## src/rtl/dmem_access_unit_pkg.sv

```systemverilog
// Shared widths, FSM state encoding and the data-space range check
// used by the data-memory access unit.
package dmem_access_unit_pkg;

    localparam int WORD_SIZE      = 16;
    localparam int DMEM_ADDR_BITS = 10;
    localparam int LAT_BITS       = 4;

    typedef enum logic [1:0] {
        ST_IDLE   = 2'd0,
        ST_ACCESS = 2'd1,
        ST_RESP   = 2'd2
    } state_t;

    // Any set bit above the implemented address bits falls outside the 1024-word space.
    function automatic logic in_range(input logic [WORD_SIZE-1:0] addr);
        return addr[WORD_SIZE-1:DMEM_ADDR_BITS] == '0;
    endfunction

endpackage

```

## src/rtl/dmem_access_unit.sv

```systemverilog
// Initiator side of the data-memory interface: turns core load/store requests
// into memget/memset strobes and returns the result over a valid/ready channel.
module dmem_access_unit
    import dmem_access_unit_pkg::*;
#(
    parameter int READ_LAT = 1
) (
    input  logic                 clk,
    input  logic                 reset,
    input  logic                 req_valid,
    output logic                 req_ready,
    input  logic                 req_write,
    input  logic [WORD_SIZE-1:0] req_addr,
    input  logic [WORD_SIZE-1:0] req_wdata,
    output logic                 resp_valid,
    input  logic                 resp_ready,
    output logic [WORD_SIZE-1:0] resp_rdata,
    output logic                 resp_err,
    output logic [WORD_SIZE-1:0] memaddr,
    output logic [WORD_SIZE-1:0] memval,
    output logic                 memget,
    output logic                 memset,
    input  logic [WORD_SIZE-1:0] memout,
    output logic                 busy
);

    localparam logic [LAT_BITS-1:0] LAT_INIT = LAT_BITS'(READ_LAT - 1);

    state_t              state;
    state_t              state_next;
    logic                write_q;
    logic [LAT_BITS-1:0] lat_cnt;
    logic                accept;
    logic                addr_ok;

    assign addr_ok = in_range(req_addr);
    assign accept  = req_valid && (state == ST_IDLE);
    assign busy    = (state != ST_IDLE);

    always_ff @(posedge clk) begin
        if (reset) begin
            state <= ST_IDLE;
        end else begin
            state <= state_next;
        end
    end

    // Strobes are decoded from the registered state, so they only change at edges.
    always_comb begin
        state_next = state;
        req_ready  = 1'b0;
        resp_valid = 1'b0;
        memget     = 1'b0;
        memset     = 1'b0;
        case (state)
            ST_IDLE: begin
                req_ready = 1'b1;
                if (req_valid) begin
                    state_next = addr_ok ? ST_ACCESS : ST_RESP;
                end
            end
            ST_ACCESS: begin
                if (write_q) begin
                    memset     = 1'b1;
                    state_next = ST_RESP;
                end else begin
                    memget = 1'b1;
                    if (lat_cnt == '0) begin
                        state_next = ST_RESP;
                    end
                end
            end
            ST_RESP: begin
                resp_valid = 1'b1;
                if (resp_ready) begin
                    state_next = ST_IDLE;
                end
            end
            default: begin
                state_next = ST_IDLE;
            end
        endcase
    end

    // Address and data are captured only on acceptance and then held until the next one.
    always_ff @(posedge clk) begin
        if (reset) begin
            write_q    <= 1'b0;
            lat_cnt    <= '0;
            memaddr    <= '0;
            memval     <= '0;
            resp_rdata <= '0;
            resp_err   <= 1'b0;
        end else if (accept) begin
            write_q    <= req_write;
            memaddr    <= req_addr;
            memval     <= req_wdata;
            lat_cnt    <= LAT_INIT;
            resp_rdata <= '0;
            resp_err   <= !addr_ok;
        end else if (state == ST_ACCESS && !write_q) begin
            if (lat_cnt == '0) begin
                resp_rdata <= memout;
            end else begin
                lat_cnt <= lat_cnt - 1'b1;
            end
        end
    end

endmodule

```

## config.mk

```make
export PLATFORM = sky130hd
export DESIGN_NAME = dmem_access_unit
export DESIGN_NICKNAME = d
export VERILOG_FILES = /design/src/rtl/dmem_access_unit_pkg.sv /design/src/rtl/dmem_access_unit.sv
export SDC_FILE = /design/constraint.sdc
export NUM_CORES = 1
export LEC_CHECK = 0
export ABC_AREA = 0
export CAP_MARGIN = 0
export CORE_MARGIN = 3
export CORE_UTILIZATION = 40
export DETAILED_ROUTE_END_ITERATION = 8
export GPL_ROUTABILITY_DRIVEN = 0
export GPL_TIMING_DRIVEN = 0
export HOLD_SLACK_MARGIN = 0.02
export PLACE_DENSITY = 0.86
export SKIP_LAST_GASP = 1
export SYNTH_ARGS = -nofsm -noshare
export SYNTH_HDL_FRONTEND = slang
export SYNTH_SLANG_ARGS = --single-unit
```

## constraint.sdc

```tcl
create_clock -name clk -period 1.8 [get_ports clk]
set_input_delay 0.45 -clock clk [delete_from_list [all_inputs] [get_ports clk]]
set_output_delay 0.45 -clock clk [all_outputs]
set_load 0.02 [all_outputs]
```

==> results of run 1 <==
==> cells in the mapped netlist, drive strengths merged <==
| library cell | instances | area share [%] |
|---|---|---|
| a211oi | 2 | 0.92 |
| a21oi | 53 | 12 |
| a311oi | 1 | 0.40 |
| and2 | 1 | 0.29 |
| and2b | 1 | 0.35 |
| and3b | 1 | 0.40 |
| buf | 6 | 1.7 |
| clkbuf | 16 | 2.8 |
| dfxtp | 56 | 52 |
| ha | 1 | 0.58 |
| inv | 5 | 0.87 |
| mux2i | 1 | 0.46 |
| nand2 | 67 | 12 |
| nand2b | 2 | 0.58 |
| nand3 | 17 | 3.9 |
| nand4b | 1 | 0.40 |
| nor2 | 2 | 0.35 |
| nor2b | 1 | 0.29 |
| nor3 | 1 | 0.23 |
| nor3b | 2 | 1.2 |
| nor4 | 1 | 0.29 |
| o21ai | 19 | 4.4 |
| o32a | 1 | 0.46 |
| o41ai | 1 | 0.40 |
| or2 | 1 | 0.29 |
| or3 | 1 | 0.29 |
| or3b | 3 | 1.2 |
| or4 | 3 | 1.2 |
==> per-layer routing <==
metal / routed length (um) / part of all wire, % / track usage [%]
met5: 0 / 0 / 0
met4: 48 / 0.74 / 4.639
met3: 569 / 8.7 / 7.901
met2: 3341 / 51 / 35.98
met1: 2557 / 39 / 21.12
==> final timing paths <==
kind / start / to / slack [ns]
worst max-delay path: state[1] / memget / -0.06
worst min-delay path: req_addr[12] / memaddr[12] / 0.42
worst min register to register: memval[7] / memval[7] / 0.46
worst max register to register: lat_cnt[0] / resp_rdata[10] / 0.13
==> stage by stage <==
step           area (um2)  cells  utilization, %  total power, W
6_report             3526    457           68.17        0.002830
5_1_grt              3526    457           68.17        0.002967
4_1_cts              3433    449           66.38        0.002829
3_5_place_dp         3314    443           64.08        0.002029
3_3_place_gp         3314    443           64.08        0.002011
2_1_floorplan        2166    267               -        0.001688
==> worst reg2reg max path: stages (launching register included) <==
cell and delay [ns]:
dfxtp_1 0.33, inv_1 0.08, ha_1 0.21, or3b_2 0.47
clkbuf_2 0.21, o21ai_0 0.18, a21oi_1 0.09
==> flip-flops by register name (all words and copies together) (netlist names) <==
signal and flops:
lat_cnt 4, write_q 1, memaddr 16, resp_err 1
memval 16, state 2, resp_rdata 16
==> power groups by stage <==
| stage | logic (W) | clock network [W] | registers [W] |
|---|---|---|---|
| 5_1_grt | 0.000713 | 0.000894 | 0.00136 |
| 6_report | 0.000660 | 0.000819 | 0.00135 |
| 3_5_place_dp | 0.000654 | 0 | 0.00137 |
| 3_3_place_gp | 0.000642 | 0 | 0.00137 |
| 2_1_floorplan | 0.000237 | 0 | 0.00145 |
| 4_1_cts | 0.000647 | 0.000836 | 0.00135 |
==> cell type report <==
type / count / area [um2] / area share [%]
repair buffers: 115 / 1131 / 32.08
clock inverters: 3 / 42.54 / 1.207
multi-input cells: 184 / 954.7 / 27.08
clock buffers: 5 / 68.82 / 1.952
flip-flops and latches: 56 / 1129 / 32.01
well taps: 70 / 87.58 / 2.484
plain buffers: 19 / 91.34 / 2.590
inverters: 5 / 21.27 / 0.6033
==> kinds of logic (layout without fill, tap and decap cells) <==
group	after synthesis	after routing	synth area share, %
compound gates	77	77	19.01
fa+ha+maj	1	1	0.5776
buf+inv	27	147	5.315
flops	56	56	51.76
mux	1	1	0.4622
simple gates	105	105	22.88
==> timing repair <==
| action | in CTS | in global routing |
|---|---|---|
| pin swaps | 1 | 3 |
| gates resized for setup | 22 | 24 |
| setup endpoints to repair | 55 | 46 |
| buffers inserted | 0 | 9 |
| cloned | 0 | 0 |
==> results.json, run 1 <==
{
  "die_area_um2": 6334,
  "antenna_found_initial": 0,
  "path_delay_family": "simple AND/OR/NAND/NOR gates",
  "fin_crit_sh_pct": 103.3,
  "crit_required_ns": 1.35,
  "clk_path_buf_depth": 2,
  "core_um2": 5172,
  "clock_skew_ns": 0.007007,
  "drtIter0Drc": 65,
  "clockPowerShare_pct": 28.9,
  "dieWidth_um": 79.59,
  "grt_pass1_vias": 2203,
  "power.leakage_nw": 1.323,
  "slew_headroom_pct": 66.66,
  "p_sw_share_pct": 27.67,
  "cp-start-kind": "flip-flop",
  "violations": "setup timing",
  "grt_overflow": 0,
  "cts_inserted_buffers": 5,
  "crit_top_cell": "buf_6",
  "fp.dieH_um": 79.59,
  "crit_chain": "or3b_4 -> inv_4 -> buf_6 -> buf_6",
  "switching_power_w": 0.0007830,
  "ant_nets": 0,
  "p_int_w": 0.002047,
  "hold_viol_final": 0,
  "ys_seq_area_share_pct": 51.76,
  "cp_max_fo": 6,
  "route.vias.total": 2269,
  "drive_above_1_share_pct": 11.37,
  "grt_max_degree": 18,
  "max_freq_mhz": 537.7,
  "ys_types": 33,
  "drc": 0,
  "critPathKind": "flip-flop to output port",
  "hold_depth": 3,
  "clock-sinks": 56,
  "critPathCaptureType": "output port",
  "hpwl_mm": 4.733,
  "worst_slew_pin_slew_ns": 0.5001,
  "clkTransAtPathRegs_ns": 0.10,
  "io_buffers": 106,
  "syn_nets": 321,
  "maxCapViolations": 0,
  "ys_ff_latch": 56,
  "num-nets-final": 440,
  "io_pins": 107,
  "routedWlPerCell_um": 14.26,
  "p_comb_share_pct": 23.3,
  "critPathSlowestCell": "or3b_4",
  "worstPathArrival_ns": 1.41,
  "syn_avg_cell_area_um2": 8.112,
  "place_ws_ns": -0.5030,
  "htree_levels": 2,
  "rr_worst_depth": 6,
  "synthCells": 267,
  "placementRows": 26,
  "layout_commonest_cell": "clkdlybuf4s50_1",
  "drtPass1Iterations": 7,
  "ctsHoldBuffers": 0,
  "syn_area_um2": 2166,
  "grt_setup_unrepaired": "true",
  "p_seq_share_pct": 47.7,
  "status": "complete, but fails checks",
  "n_antenna_cell": 0,
  "ir_drop_mv": 0.5423,
  "path_depth": 4,
  "setup_viol": 3,
  "tns_ns": -0.06843,
  "grt_pass1_wl_mm": 9.908,
  "initial_core_util_pct": 41.87,
  "final_cell_mix": "clkdlybuf4s50_1 (98), nand2_1 (67), dfxtp_1 (54)",
  "fin_crit_ns": 1.860,
  "hold_class": "input pin to flip-flop",
  "layout_setup_ws_ns": -0.05991,
  "drv_slew": 0,
  "track_usage_pct": 19.73,
  "viasPerCell": 4.965,
  "clk_latency_ns": 0.31,
  "slowest_delay_ns": 0.43,
  "fillers": 427,
  "critPathBufInv": 3,
  "root_buffer": "clkbuf_8",
  "area_growth_pct": 62.80,
  "power_density_nw_per_um2": 802.5,
  "cts_tree": "yes",
  "wl_mm": 6.517,
  "fin_hold_ws_ns": 0.4241,
  "ys_warn_count": 0
}
(Power assumes the default switching activity.)
==> run 2, diff against run 1 <==
Settings changed: ABC_AREA 0 to unset.
==> results of run 2 <==
The final DEF is identical to that of run 1; final timing and power are the same.
